## config.mk

```make
export PLATFORM = sky130hd
export DESIGN_NAME = mem_req_arbiter_flat
export DESIGN_NICKNAME = d
export VERILOG_FILES = /design/src/rtl/mem_req_arbiter_pkg.sv /design/src/rtl/mem_req_arbiter_if.sv /design/src/rtl/mem_req_arbiter_fifo.sv /design/src/rtl/mem_req_arbiter.sv /design/src/flat_wrapper.sv
export SDC_FILE = /design/constraint.sdc
export NUM_CORES = 1
export LEC_CHECK = 0
export BUFFER_PORTS_ARGS = -buffer_cell sky130_fd_sc_hd__buf_2
export CORE_AREA = 10 10 104 106
export DETAILED_ROUTE_END_ITERATION = 12
export DIE_AREA = 0 0 114 116
export REMOVE_ABC_BUFFERS = 1
export SETUP_SLACK_MARGIN = 0.2
export SLEW_MARGIN = 40
export SYNTH_ARGS = -nofsm -noshare
export SYNTH_HDL_FRONTEND = slang
export SYNTH_SLANG_ARGS = --single-unit
```

## constraint.sdc

```tcl
create_clock -name clk -period 5.7 [get_ports clk]
set_input_delay 1.14 -clock clk [delete_from_list [all_inputs] [get_ports clk]]
set_output_delay 1.14 -clock clk [all_outputs]
set_load 0.005 [all_outputs]
```

## src/rtl/mem_req_arbiter_pkg.sv

```systemverilog
// Shared constants for the CPU memory-request path: arbitration modes,
// transfer size encodings and fixed channel index assignments.
package mem_bus_pkg;

  localparam int ARB_FIXED = 0;
  localparam int ARB_RR    = 1;

  localparam logic [1:0] SIZE_B = 2'd0;
  localparam logic [1:0] SIZE_H = 2'd1;
  localparam logic [1:0] SIZE_W = 2'd2;

  localparam int CH_DATA = 0;
  localparam int CH_INST = 1;

  // Tag width for a channel index; a single channel still needs one bit.
  function automatic int tag_w(input int n);
    return (n > 1) ? $clog2(n) : 1;
  endfunction

endpackage

```

## src/rtl/mem_req_arbiter_if.sv

```systemverilog
// Channel-side and bus-side handshake bundles for mem_req_arbiter.
// master drives the request fields, slave returns the handshakes/data.
interface mem_ch_if #(
  parameter int NCH = 2,
  parameter int AW  = 32,
  parameter int DW  = 32
);
  logic [NCH-1:0]        ch_req;
  logic [NCH-1:0]        ch_wr;
  logic [2*NCH-1:0]      ch_size;
  logic [NCH*DW/8-1:0]   ch_wstrb;
  logic [NCH*AW-1:0]     ch_addr;
  logic [NCH*DW-1:0]     ch_wdata;
  logic [NCH-1:0]        ch_addr_ok;
  logic [NCH-1:0]        ch_data_ok;
  logic [DW-1:0]         ch_rdata;

  modport master (
    output ch_req, ch_wr, ch_size, ch_wstrb, ch_addr, ch_wdata,
    input  ch_addr_ok, ch_data_ok, ch_rdata
  );

  modport slave (
    input  ch_req, ch_wr, ch_size, ch_wstrb, ch_addr, ch_wdata,
    output ch_addr_ok, ch_data_ok, ch_rdata
  );
endinterface

interface mem_bus_if #(
  parameter int AW = 32,
  parameter int DW = 32
);
  logic            bus_req;
  logic            bus_wr;
  logic [1:0]      bus_size;
  logic [DW/8-1:0] bus_wstrb;
  logic [AW-1:0]   bus_addr;
  logic [DW-1:0]   bus_wdata;
  logic            bus_addr_ok;
  logic            bus_data_ok;
  logic [DW-1:0]   bus_rdata;

  modport master (
    output bus_req, bus_wr, bus_size, bus_wstrb, bus_addr, bus_wdata,
    input  bus_addr_ok, bus_data_ok, bus_rdata
  );

  modport slave (
    input  bus_req, bus_wr, bus_size, bus_wstrb, bus_addr, bus_wdata,
    output bus_addr_ok, bus_data_ok, bus_rdata
  );
endinterface

```

## src/rtl/mem_req_arbiter_fifo.sv

```systemverilog
// In-order tag FIFO: remembers which channel owns each outstanding bus
// transaction so responses can be routed back.
module req_tag_fifo #(
  parameter  int DEPTH = 4,
  parameter  int TW    = 1,
  localparam int PW    = $clog2(DEPTH),
  localparam int CW    = PW + 1
) (
  input  logic          clk,
  input  logic          resetn,
  input  logic          push,
  input  logic          pop,
  input  logic [TW-1:0] din,
  output logic [TW-1:0] dout,
  output logic          full,
  output logic          empty,
  output logic [CW-1:0] count
);

  logic [TW-1:0] mem [DEPTH];
  logic [PW-1:0] wr_ptr;
  logic [PW-1:0] rd_ptr;
  logic          do_push;
  logic          do_pop;

  assign full    = (count == CW'(DEPTH));
  assign empty   = (count == '0);
  assign do_push = push & ~full;
  assign do_pop  = pop & ~empty;
  assign dout    = mem[rd_ptr];

  always_ff @(posedge clk or negedge resetn) begin
    if (!resetn) begin
      wr_ptr <= '0;
      rd_ptr <= '0;
      count  <= '0;
    end else begin
      if (do_push) wr_ptr <= wr_ptr + 1'b1;
      if (do_pop)  rd_ptr <= rd_ptr + 1'b1;
      case ({do_push, do_pop})
        2'b10:   count <= count + 1'b1;
        2'b01:   count <= count - 1'b1;
        default: count <= count;
      endcase
    end
  end

  // Tag storage carries no reset; only the pointers define validity.
  always_ff @(posedge clk) begin
    if (do_push) mem[wr_ptr] <= din;
  end

endmodule

```

## src/rtl/mem_req_arbiter.sv

```systemverilog
// Merges NCH CPU memory channels onto one split-handshake bus, holding a
// grant until its address handshake and routing responses back in order.
module mem_req_arbiter
  import mem_bus_pkg::*;
#(
  parameter  int NCH      = 2,
  parameter  int DEPTH    = 4,
  parameter  int AW       = 32,
  parameter  int DW       = 32,
  parameter  int ARB_MODE = ARB_FIXED,
  localparam int TW       = tag_w(NCH),
  localparam int CW       = $clog2(DEPTH) + 1
) (
  input  logic          clk,
  input  logic          resetn,
  mem_ch_if.slave       ch,
  mem_bus_if.master     bus,
  output logic [CW-1:0] outstanding,
  output logic          proto_err
);

  logic          lock_vld;
  logic [TW-1:0] lock_idx;
  logic [TW-1:0] rr_ptr;
  logic [TW-1:0] grant;
  logic [TW-1:0] next_rr;
  logic [TW-1:0] head;
  logic          sel_req;
  logic          hs;
  logic          pop;
  logic          fifo_full;
  logic          fifo_empty;
  int            idx;
  int            gi;

  always_comb begin
    grant = '0;
    idx   = 0;
    if (lock_vld) begin
      grant = lock_idx;
    end else if (ARB_MODE == ARB_RR) begin
      // Scan downward so the nearest requester at/after rr_ptr wins last.
      for (int k = NCH - 1; k >= 0; k--) begin
        idx = (int'(rr_ptr) + k) % NCH;
        if (ch.ch_req[idx]) grant = TW'(idx);
      end
    end else begin
      for (int k = NCH - 1; k >= 0; k--) begin
        if (ch.ch_req[k]) grant = TW'(k);
      end
    end
  end

  always_comb begin
    gi            = int'(grant);
    sel_req       = ch.ch_req[grant];
    bus.bus_req   = sel_req & ~fifo_full;
    bus.bus_wr    = ch.ch_wr[grant];
    bus.bus_size  = ch.ch_size[gi*2 +: 2];
    bus.bus_wstrb = ch.ch_wstrb[gi*(DW/8) +: DW/8];
    bus.bus_addr  = ch.ch_addr[gi*AW +: AW];
    bus.bus_wdata = ch.ch_wdata[gi*DW +: DW];
    hs            = bus.bus_req & bus.bus_addr_ok;
    pop           = bus.bus_data_ok & ~fifo_empty;
    next_rr       = TW'((gi + 1) % NCH);
  end

  always_comb begin
    ch.ch_addr_ok        = '0;
    ch.ch_data_ok        = '0;
    ch.ch_addr_ok[grant] = hs;
    ch.ch_data_ok[head]  = pop;
    ch.ch_rdata          = bus.bus_rdata;
  end

  always_ff @(posedge clk or negedge resetn) begin
    if (!resetn) begin
      lock_vld  <= 1'b0;
      lock_idx  <= '0;
      rr_ptr    <= '0;
      proto_err <= 1'b0;
    end else begin
      // A locked channel that withdraws its request simply loses the lock.
      if (hs) begin
        lock_vld <= 1'b0;
      end else if (lock_vld && !ch.ch_req[lock_idx]) begin
        lock_vld <= 1'b0;
      end else if (bus.bus_req && !bus.bus_addr_ok) begin
        lock_vld <= 1'b1;
        lock_idx <= grant;
      end
      if (hs && (ARB_MODE == ARB_RR)) rr_ptr <= next_rr;
      if (bus.bus_data_ok && fifo_empty) proto_err <= 1'b1;
    end
  end

  req_tag_fifo #(
    .DEPTH (DEPTH),
    .TW    (TW)
  ) u_tag_fifo (
    .clk    (clk),
    .resetn (resetn),
    .push   (hs),
    .pop    (pop),
    .din    (grant),
    .dout   (head),
    .full   (fifo_full),
    .empty  (fifo_empty),
    .count  (outstanding)
  );

endmodule

```

## src/flat_wrapper.sv

```systemverilog
// flat-port wrapper written by rule: the top's interface ports become plain ports
module mem_req_arbiter_flat import mem_bus_pkg::*;
#(
  parameter  int NCH      = 2,
  parameter  int DEPTH    = 4,
  parameter  int AW       = 32,
  parameter  int DW       = 32,
  parameter  int ARB_MODE = ARB_FIXED,
  localparam int TW       = tag_w(NCH),
  localparam int CW       = $clog2(DEPTH) + 1
)
  (clk, resetn, outstanding, proto_err, ch_ch_req, ch_ch_wr, ch_ch_size, ch_ch_wstrb, ch_ch_addr, ch_ch_wdata, ch_ch_addr_ok, ch_ch_data_ok, ch_ch_rdata, bus_bus_req, bus_bus_wr, bus_bus_size, bus_bus_wstrb, bus_bus_addr, bus_bus_wdata, bus_bus_addr_ok, bus_bus_data_ok, bus_bus_rdata);
  mem_ch_if #(.NCH(NCH), .AW(AW), .DW(DW)) ch_i ();
  mem_bus_if #(.AW(AW), .DW(DW)) bus_i ();
  input  logic clk;
  input  logic resetn;
  output logic [CW-1:0] outstanding;
  output logic proto_err;
  input wire logic [$bits(ch_i.ch_req)-1:0] ch_ch_req;
  input wire logic [$bits(ch_i.ch_wr)-1:0] ch_ch_wr;
  input wire logic [$bits(ch_i.ch_size)-1:0] ch_ch_size;
  input wire logic [$bits(ch_i.ch_wstrb)-1:0] ch_ch_wstrb;
  input wire logic [$bits(ch_i.ch_addr)-1:0] ch_ch_addr;
  input wire logic [$bits(ch_i.ch_wdata)-1:0] ch_ch_wdata;
  output wire logic [$bits(ch_i.ch_addr_ok)-1:0] ch_ch_addr_ok;
  output wire logic [$bits(ch_i.ch_data_ok)-1:0] ch_ch_data_ok;
  output wire logic [$bits(ch_i.ch_rdata)-1:0] ch_ch_rdata;
  output wire logic [$bits(bus_i.bus_req)-1:0] bus_bus_req;
  output wire logic [$bits(bus_i.bus_wr)-1:0] bus_bus_wr;
  output wire logic [$bits(bus_i.bus_size)-1:0] bus_bus_size;
  output wire logic [$bits(bus_i.bus_wstrb)-1:0] bus_bus_wstrb;
  output wire logic [$bits(bus_i.bus_addr)-1:0] bus_bus_addr;
  output wire logic [$bits(bus_i.bus_wdata)-1:0] bus_bus_wdata;
  input wire logic [$bits(bus_i.bus_addr_ok)-1:0] bus_bus_addr_ok;
  input wire logic [$bits(bus_i.bus_data_ok)-1:0] bus_bus_data_ok;
  input wire logic [$bits(bus_i.bus_rdata)-1:0] bus_bus_rdata;
  assign ch_i.ch_req = ch_ch_req;
  assign ch_i.ch_wr = ch_ch_wr;
  assign ch_i.ch_size = ch_ch_size;
  assign ch_i.ch_wstrb = ch_ch_wstrb;
  assign ch_i.ch_addr = ch_ch_addr;
  assign ch_i.ch_wdata = ch_ch_wdata;
  assign ch_ch_addr_ok = ch_i.ch_addr_ok;
  assign ch_ch_data_ok = ch_i.ch_data_ok;
  assign ch_ch_rdata = ch_i.ch_rdata;
  assign bus_bus_req = bus_i.bus_req;
  assign bus_bus_wr = bus_i.bus_wr;
  assign bus_bus_size = bus_i.bus_size;
  assign bus_bus_wstrb = bus_i.bus_wstrb;
  assign bus_bus_addr = bus_i.bus_addr;
  assign bus_bus_wdata = bus_i.bus_wdata;
  assign bus_i.bus_addr_ok = bus_bus_addr_ok;
  assign bus_i.bus_data_ok = bus_bus_data_ok;
  assign bus_i.bus_rdata = bus_bus_rdata;
  mem_req_arbiter #(.NCH(NCH), .DEPTH(DEPTH), .AW(AW), .DW(DW), .ARB_MODE(ARB_MODE)) u_core (.clk(clk), .resetn(resetn), .ch(ch_i), .bus(bus_i), .outstanding(outstanding), .proto_err(proto_err));
endmodule
```

==> reports/qor.txt, run 1 <==
worst vdd ir - 0.116 mV
CTS tree - done
post-placement setup slack - 2050 ps
critical-path cell list - buf_2 -> nand2b_1 -> o21ai_4 -> buf_4 -> mux2_2 -> buf_2
count leader, synth - mux2_2
Num Clock Sinks - 14
pwr dens - 321 nW/µm²
CP dominant cell by count - buf_2
fmax - 274 MHz
top post-synthesis cells by area - mux2_2, buf_4, dfrtp_1
Worst Hold Class - reg2reg
Critical Path AT - 2500 ps
PortBufs - 227
compound-cell area share of the yosys netlist - 4.13%
DR DRC count - 0
final number of setup-violating endpoints - 0
setup bufs post-CTS - 0
wire per inst - 20.8 µm
post-route ant nets - 0
status - finished clean
LEAKAGE - 0.00156 µW
Clock Latency Late Sink - 240 ps
crit path capture type - output pin
placed cell areas - 2910 µm²
Final Critical Period - 3640 ps
commonest cells in the netlist - mux2_2, buf_4, dfrtp_1
Adder-Cell Fraction of Synth Area - 4.33%
Post-synth EDFFs - 4
Slew Limit Fails - 0
Mapped Cells - 178
GRT Total Usage - 13.5%
Yosys top cell by area - mux2_2
#FFs+latches synth - 14
total CTS buffers - 3
root buf cell - clkbuf_8
area share of and/or/nand/nor cells after synthesis - 7.41%
Die W - 114 µm
Max Root-Sink Buffers - 2
Top Family by Delay on Critical Path - buffers and inverters
Yosys warnings - 0
Vias/cell - 4.26
fraction of registers with async set/reset - 71.4%
initial antenna violation count - 0
Initial Util - 22.0%
final worst slack - 2060 ps
Die ar. - 13200 µm²
largest net degree at the start of global routing - 45
Max Cap Violations - 0
Setup CP Type - in2out
I/O pin count - 292
RD Place Congestion - 0.820
cell area after synthesis - 1910 µm²
CP max stage delay - 450 ps
Slew HR - 65.6%
post-synth cell types - 35
# resized after CTS - 0
Reg clk slew, reported paths - 60 ps
violation count after the first detailed-route iteration - 47
CTS Hold Bufs - 0
vias in the first global route - 2444
Vert. Die Dim - 116 µm
RSZ-0062 raised after global routing - no
Critical Path RT - 4560 ps
Avg Synthesized Cell Area - 10.7 µm²
via count - 2046
Final Net Count - 558
site row count - 34
Top FF cell, synth - dfrtp_1
Startpoint Class - input port
final hold violation count - 0
post-DP HPWL - 9040 µm
P&R area growth vs syn - 55.4%
# H-tree levels - 1
area share of the largest cell type after synthesis - 42.5%
XOR/XNOR Fraction of Synth Area - 2.75%
DR pass1 iterations - 4
Critical Path Slowest Stage Cell - buf_4
post-route clock period utilization - 63.9%
routed wire length - 9960 µm
crit-path max FO - 44
mux cell area share after synthesis - 45.0%
Worst-Margin Slew - 516 ps
first-pass GRT wire length - 13700 µm
Core Area - 8680 µm²
Final Instance Area - 2970 µm²
main combinational cell family by area after synthesis - multiplexers
share of layout cells above drive strength 1 - 85.7%
Overflow after GRT - 0
Worst Skew - 3.61 ps
sequential area share after synthesis - 19.4%
Worst Path Buf+Inv - 3
## where the power goes
| group | total, µW | internal [µW] | switching [µW] |
|---|---|---|---|
| logic | 660 | 377 | 284 |
| clock network | 95.5 | 61.1 | 34.4 |
| registers | 195 | 150 | 45.2 |
| total | 951 | 588 | 363 |
## cell type report
type,instances,area [µm²]
inverter,7,26.3
clock buffer,4,55.1
fill,951,5710
timing repair buffer,229,1150
sequential,14,370
multi-input combinational,117,1220
antenna,1,2.50
tap,108,135
## logic make-up (layout without fill, tap and decap cells)
logic type                 count (synthesis)  count (layout)
muxes                                     75              75
buffers and inverters                     47             240
and+or+nand+nor                           21              21
DFF                                       14              14
AOI/OAI and AO/OA                          9               9
adders and majority gates                  6               6
xor gates and xnor gates                   6               6
other                                      0               1
## per-layer routing
metal | track usage (%) | routed length, µm | vias to the layer above
met3 | 11.8 | 1600 | 4
li1 | - | - | 986
met2 | 21.6 | 4860 | 152
met1 | 13.3 | 3410 | 902
met5 | 4.07 | 70 | -
met4 | 1.42 | 10 | 2
## final timing paths
check                                  from                     endpoint  slack [ps]  depth (start not counted)
min in group asynchronous            resetn             u_core.proto_err         750                          1
max reg2reg                 u_core.lock_vld   u_core.u_tag_fifo.count[2]        3440                          9
min                        u_core.proto_err             u_core.proto_err         460                          1
max in group asynchronous            resetn  u_core.u_tag_fifo.wr_ptr[1]        4760                          1
min reg2reg                u_core.proto_err             u_core.proto_err         460                          1
max                            ch_ch_req[1]             bus_bus_wstrb[3]        2060                          6
## registers in the layout, summed over array words and instances (netlist names)
register                  cells
u_core.u_tag_fifo.wr_ptr      2
u_core.u_tag_fifo.mem         4
u_core.u_tag_fifo.count       3
u_core.proto_err              1
u_core.lock_vld               1
u_core.u_tag_fifo.rd_ptr      2
u_core.lock_idx               1
## layout by cell type, fill, tap and decap left out, types with 2 or more instances in the layout
| master | n |
|---|---|
| buf_4 | 2 |
| edfxtp_1 | 4 |
| inv_1 | 7 |
| clkbuf_8 | 4 |
| and2_2 | 4 |
| xnor2_1 | 3 |
| nor3_1 | 3 |
| mux2_2 | 72 |
| ha_1 | 5 |
| and4_2 | 2 |
| nor2_1 | 2 |
| nand2_1 | 2 |
| xor2_1 | 3 |
| dfrtp_1 | 10 |
| buf_2 | 227 |
## per-stage QoR
stage / power (µW) / utilization, % / hold slack, ps / instances / TNS, ps
after floorplan: 619 / - / 451 / 138 / -36680
after global placement: 860 / 33.5 / 438 / 475 / 0
after detailed placement: 869 / 33.5 / 445 / 475 / 0
after CTS: 970 / 34.1 / 458 / 479 / 0
after global routing: 1040 / 34.1 / 488 / 479 / 0
final: 951 / 34.2 / 456 / 480 / 0
## worst register-to-register path: cells and delay by family, from the launching register on
family	cells	cell delay [ps]
fa+ha+maj	2	540
flops	1	430
mux	1	380
compound gates	1	320
xor+xnor	2	300
buf+inv	2	130
simple gates	1	110
Note: power is estimated with default switching activity, not from simulation.
==> run 2, diff against run 1 <==
--- a/config.mk
+++ b/config.mk
@@ -6,9 +6,9 @@
 export NUM_CORES = 1
 export LEC_CHECK = 0
 export BUFFER_PORTS_ARGS = -buffer_cell sky130_fd_sc_hd__buf_2
-export CORE_AREA = 10 10 104 106
+export CORE_AREA = 10 10 106 108
 export DETAILED_ROUTE_END_ITERATION = 12
-export DIE_AREA = 0 0 114 116
+export DIE_AREA = 0 0 116 118
 export REMOVE_ABC_BUFFERS = 1
 export SETUP_SLACK_MARGIN = 0.2
 export SLEW_MARGIN = 40
==> constraint.sdc (replaced) <==
create_clock -name clk -period 3.1 [get_ports clk]
set_input_delay 0.62 -clock clk [delete_from_list [all_inputs] [get_ports clk]]
set_output_delay 0.62 -clock clk [all_outputs]
set_load 0.005 [all_outputs]
==> run 2 against run 1 <==
  * Total power up 87%
  * Flip-flop and latch count did not move
  * Clock power rose by 54%
  * Final cell count is 0.42% higher
  * Combinational power up 91%
  * Clock skew is 1.7 ps higher
==> reports/qor.txt, run 2 (same netlist as run 1, synthesis figures left out) <==
Critical Path Slowest Stage Cell - mux2_2
total CTS buffers - 3 (unchanged)
PortBufs - 227 (unchanged)
pwr dens - 599 nW/µm² (+87%)
net switching power - 711 µW (+96%)
Top reg by flops - u_core.u_tag_fifo.mem
GRT Total Usage - 14.7% (+1.2 points)
Critical Path RT - 2480 ps (-2080 ps)
clock power share - 8.3% (-1.7 points)
LEAKAGE - 0.00156 µW (-0.45%)
I/O pin count - 292 (unchanged)
Max Root-Sink Buffers - 2 (unchanged)
Final Instance Area - 2960 µm² (about the same)
first-pass GRT wire length - 15100 µm (+10%)
Max Cap Violations - 0 (unchanged)
sequential share of power - 20.5% (about the same)
placed cell areas - 2920 µm² (+0.30%)
Final Net Count - 557 (-0.18%)
Reg clk slew, reported paths - 60 ps (about the same)
crit-path max FO - 77 (+75%)
Initial Util - 20.9% (-1.0 points)
Worst Path Buf+Inv - 2 (-1)
Clock Latency Late Sink - 240 ps (about the same)
Vert. Die Dim - 118 µm (+1.7%)
sw frac - 40.0% (+1.8 points)
status - finished clean
post-route ant nets - 0 (unchanged)
commonest non-fill, non-tap cell in the layout - buf_2
share of layout cells above drive strength 1 - 85.4% (-0.31 points)
CTS tree - done
Die W - 116 µm (+1.8%)
top flop regs - u_core.u_tag_fifo.mem (4), u_core.u_tag_fifo.count (3)
largest net degree at the start of global routing - 78 (+73%)
commonest non-fill, non-tap cells in the layout - buf_2, mux2_2, dfrtp_1
wire per inst - 23.0 µm (+11%)
via count - 2118 (+3.5%)
Die ar. - 13700 µm² (+3.5%)
Worst-Margin Slew - 431 ps (-84.8 ps)
final hold violation count - 0 (unchanged)
# resized after CTS - 0 (unchanged)
Internal - 1070 µW (+81%)
Setup CP Type - reg2out
routed wire length - 11100 µm (+12%)
Logic pwr share - 71.2% (+1.8 points)
site row count - 35 (+2.9%)
Critical Path AT - 2020 ps (-480 ps)
worst vdd ir - 0.303 mV (+160%)
R2R setup slack - 780 ps (-2660 ps)
violation count after the first detailed-route iteration - 90 (+91%)
RD Place Congestion - 0.699 (-15%)
fmax - 379 MHz
Non-Filler Instances - 482 (+0.42%)
RSZ-0062 raised after global routing - no
Core Area - 9110 µm² (+5.0%)
Worst Skew - 5.31 ps (+1.70 ps)
critical-path cell list - nand2b_1 -> o21ai_4 -> buf_12 -> mux2_2 -> buf_2
Num Clock Sinks - 14 (unchanged)
Hold WS - 230 ps (-226 ps)
crit path capture type - output pin
DR DRC count - 0 (unchanged)
# H-tree levels - 1 (unchanged)
post-DP HPWL - 10100 µm (+11%)
CP max stage delay - 450 ps (about the same)
post-route clock period utilization - 85.2%
CTS Hold Bufs - 0 (unchanged)
Overflow after GRT - 0 (unchanged)
DR pass1 iterations - 4 (unchanged)
P&R area growth vs syn - 55.3% (about the same)
Worst Hold Class - in2async
Final Critical Period - 2640 ps
root buf cell - clkbuf_8
max FFs per register - 4 (unchanged)
vias in the first global route - 2444 (unchanged)
Slew Limit Fails - 0 (unchanged)
setup bufs post-CTS - 0 (unchanged)
Slew HR - 71.2% (+5.6 points)
DP Cell Count - 477 (+0.42%)
Top Family by Delay on Critical Path - buffers and inverters
final number of setup-violating endpoints - 0 (unchanged)
initial antenna violation count - 0 (unchanged)
Startpoint Class - register
Vias/cell - 4.39 (+3.1%)
run 2: area by class of cell:
cell class              count  area, µm²
multi-input cells         117       1220
well taps                 111        139
inverters                   7       26.3
clock inverters             1       3.75
clock buffers               3       41.3
repair buffers            228       1160
flip-flops and latches     14        370
fillers                   957       6140
diodes                      1       2.50
run 2: metal layers:
layer	vias up	global-route usage, %	wire length [µm]
met5	-	5.49	86
met4	2	0	14
met3	6	12.3	2040
met2	202	19.1	4160
met1	924	18.7	4800
li1	984	-	-
run 2: final timing paths:
path / from / endpoint / depth (start not counted)
max: u_core.lock_vld / bus_bus_wr / 5
min: resetn / u_core.lock_vld / 1
max reg2reg: u_core.lock_vld / u_core.u_tag_fifo.count[2] / 9
min reg2reg: u_core.proto_err / u_core.proto_err / 1
max in group asynchronous: resetn / u_core.u_tag_fifo.rd_ptr[0] / 1
min in group clk: u_core.proto_err / u_core.proto_err / 1
run 2: power groups by stage:
stage / Combinational [µW] / Clock, µW / Sequential, µW
6_report: 1260 / 147 / 365
5_1_grt: 1400 / 160 / 377
4_1_cts: 1290 / 152 / 364
3_5_place_dp: 1280 / 0 / 367
3_3_place_gp: 1260 / 0 / 357
2_1_floorplan: 789 / 0 / 349
run 2: stage by stage:
step / power (µW) / util (%) / setup slack [ps] / TNS [ps]
final: 1780 / 32.5 / 458 / 0
after global routing: 1930 / 32.5 / 378 / 0
after CTS: 1810 / 32.5 / 465 / 0
after detailed placement: 1650 / 32.0 / 519 / 0
after global placement: 1620 / 32.0 / 555 / 0
after floorplan: 1140 / - / -2200 / -157000
==> run 3, diff against run 2 <==
--- a/config.mk
+++ b/config.mk
@@ -5,10 +5,12 @@
 export SDC_FILE = /design/constraint.sdc
 export NUM_CORES = 1
 export LEC_CHECK = 0
+export ABC_AREA = 1
 export BUFFER_PORTS_ARGS = -buffer_cell sky130_fd_sc_hd__buf_2
-export CORE_AREA = 10 10 106 108
+export CORE_AREA = 10 10 104 106
 export DETAILED_ROUTE_END_ITERATION = 12
-export DIE_AREA = 0 0 116 118
+export DIE_AREA = 0 0 114 116
+export PLACE_DENSITY = 0.66
 export REMOVE_ABC_BUFFERS = 1
 export SETUP_SLACK_MARGIN = 0.2
 export SLEW_MARGIN = 40
==> run 3 against run 2 <==
  * Total power down 2.4%
  * Register-to-register slack improved by 280 ps
  * Critical path depth rose by 3
  * Critical path type is now in2out
==> reports/qor.txt, run 3 <==
Slew HR - 51.7% (-20 points)
crit-path max FO - 77 (unchanged)
I/O pin count - 292 (unchanged)
Die ar. - 13200 µm² (-3.4%)
sequential area share after synthesis - 19.3% (-0.14 points)
Yosys top cell by area - nand2_1
Max Cap Violations - 0 (unchanged)
Top FF cell, synth - dfrtp_1
initial antenna violation count - 1 (+1)
Vias/cell - 4.15 (-5.6%)
Clock Latency Late Sink - 240 ps (about the same)
final worst slack - 508 ps (+49.9 ps)
Die W - 114 µm (-1.7%)
post-route clock period utilization - 83.6% (-1.6 points)
P&R area growth vs syn - 52.5%
# H-tree levels - 1 (unchanged)
GRT Total Usage - 14.0% (-0.71 points)
commonest non-fill, non-tap cells in the layout - nand2_1, buf_2, inv_1
DR DRC count - 0 (unchanged)
mux cell area share after synthesis - 0% (-45 points)
cell area after synthesis - 1920 µm² (+0.72%)
Critical Path AT - 1970 ps (-50 ps)
Yosys warnings - 0 (unchanged)
routed wire length - 10500 µm (-5.8%)
Core Area - 8680 µm² (-4.7%)
# resized after CTS - 0 (unchanged)
worst r2r path cells - 9 (unchanged)
Num Clock Sinks - 14 (unchanged)
#FFs+latches synth - 14 (unchanged)
fraction of registers with async set/reset - 71.4% (unchanged)
post-synth cell types - 20 (-43%)
Worst Skew - 1.48 ps (-3.83 ps)
Critical Path RT - 2480 ps (about the same)
final setup TNS - 0 ps (unchanged)
commonest cells in the netlist - nand2_1, buf_4, inv_1
Post-synth EDFFs - 4 (unchanged)
Worst Path Buf+Inv - 4 (+2)
Overflow after GRT - 0 (unchanged)
status - finished clean
RD Place Congestion - 0.851 (+22%)
Worst-Margin Slew - 725 ps (+294 ps)
Vert. Die Dim - 116 µm (-1.7%)
area share of and/or/nand/nor cells after synthesis - 51.7% (+44 points)
crit path capture type - output pin
commonest non-fill, non-tap cell in the layout - nand2_1
fmax - 386 MHz (+1.9%)
Reg-to-Reg Start - u_core.u_tag_fifo.count[0]
DR pass1 iterations - 4 (unchanged)
final number of setup-violating endpoints - 0 (unchanged)
LEAKAGE - 0.00197 µW (+26%)
CP max stage delay - 570 ps (+120 ps)
violation count after the first detailed-route iteration - 171 (+90%)
setup bufs post-CTS - 0 (unchanged)
share of layout cells above drive strength 1 - 43.9% (-42 points)
XOR/XNOR Fraction of Synth Area - 1.37% (-1.4 points)
max FFs per register - 4 (unchanged)
Setup CP Type - in2out
site row count - 34 (-2.9%)
Final Net Count - 727 (+31%)
PortBufs - 227 (unchanged)
vias in the first global route - 2841 (+16%)
via count - 2695 (+27%)
pwr dens - 592 nW/µm² (-1.3%)
worst vdd ir - 0.209 mV (-31%)
post-route ant nets - 0 (unchanged)
critical-path cell list - buf_2 -> inv_1 -> nand3_2 -> nand2_2 -> buf_4 -> nand2_1 -> nand2_1 -> buf_2
final core occ - 33.8% (+1.2 points)
placed cell areas - 2870 µm² (-1.6%)
top post-synthesis cells by area - nand2_1, buf_4, dfrtp_1
main combinational cell family by area after synthesis - simple AND/OR/NAND/NOR gates
Avg Synthesized Cell Area - 5.41 µm² (-49%)
Initial Util - 22.1% (+1.2 points)
Max Root-Sink Buffers - 2 (unchanged)
Critical Path Slowest Stage Cell - buf_4
root buf cell - clkbuf_8
total CTS buffers - 3 (unchanged)
Startpoint Class - input port
compound-cell area share of the yosys netlist - 1.95% (-2.2 points)
CTS Hold Bufs - 0 (unchanged)
post-DP HPWL - 9220 µm (-8.4%)
Reg2Reg Capture Point - u_core.u_tag_fifo.count[2]
Adder-Cell Fraction of Synth Area - 4.30% (-0.031 points)
wire per inst - 16.1 µm (-30%)
Top Family by Delay on Critical Path - buffers and inverters
Final Critical Period - 2590 ps (-49.9 ps)
Worst Hold Class - in2async
top flop regs - u_core.u_tag_fifo.mem (4), u_core.u_tag_fifo.count (3)
Slew Limit Fails - 0 (unchanged)
Final Instance Area - 2930 µm² (-1.1%)
Reg clk slew, reported paths - 60 ps (about the same)
Hold WS - 228 ps (-1.87 ps)
Mapped Cells - 355 (+99%)
post-placement setup slack - 495 ps (-24.1 ps)
area share of the largest cell type after synthesis - 45.7% (+3.2 points)
largest net degree at the start of global routing - 78 (unchanged)
RSZ-0062 raised after global routing - no
CTS tree - done
count leader, synth - nand2_1
first-pass GRT wire length - 14900 µm (-1.6%)
Top reg by flops - u_core.u_tag_fifo.mem
final hold violation count - 0 (unchanged)
R2R setup slack - 1060 ps (+280 ps)
## run 3: changes by cell type in the layout (fill, tap and decap cells not counted), sizes merged, moves of 2 or more
cell,change
a21oi,+2
nor3,-3
nor2,+11
and4,-2
inv,+14
nand3,+7
and2,-5
mux2,-73
xnor2,-2
nand2,+233
## run 3: power breakdown
| part | total, µW | internal (µW) | switching, µW |
|---|---|---|---|
| Combinational | 1230 | 506 | 729 |
| Clock | 175 | 112 | 62.4 |
| Sequential | 324 | 266 | 58.2 |
## run 3: area by class of cell
| cell class | instances | area (µm²) |
|---|---|---|
| antenna | 2 | 5.00 |
| clock buffer | 4 | 55.1 |
| fill | 1012 | 5750 |
| inverter | 21 | 81.3 |
| multi-input combinational | 273 | 1140 |
| sequential | 14 | 370 |
| tap | 108 | 135 |
| timing repair buffer | 228 | 1140 |
## run 3: routing by layer
metal / share of wire, % / track usage (%) / vias up
met3: 15 / 9.61 / 6
met4: 0.26 / 1.92 / 4
met2: 50 / 23.2 / 164
met1: 34 / 14.4 / 1125
met5: 0.83 / 5.19 / -
li1: - / - / 1396
## run 3: worst max path at each step
stage	start	cells after the start	endpoint	slack [ps]
after floorplan	ch_ch_req[0]	6	bus_bus_addr[0]	210
after global placement	ch_ch_req[0]	8	bus_bus_wdata[22]	470
after detailed placement	ch_ch_req[0]	8	bus_bus_addr[13]	490
after CTS	ch_ch_req[0]	8	bus_bus_addr[13]	490
after global routing	ch_ch_req[0]	8	bus_bus_addr[0]	360
final	ch_ch_req[0]	8	bus_bus_wdata[18]	510
## run 3: per-stage QoR
stage / instances / total power [µW]
final: 650 / 1730
after global routing: 648 / 1950
after CTS: 648 / 1770
after detailed placement: 644 / 1590
after global placement: 644 / 1560
after floorplan: 308 / 991
## run 3: logic make-up after synthesis
logic type	after synthesis
flip-flops	14
buffers and inverters	68
XOR/XNOR	3
AND/OR/NAND/NOR	257
adder cells (fa/ha/maj)	6
AO/OA/AOI/OAI	7
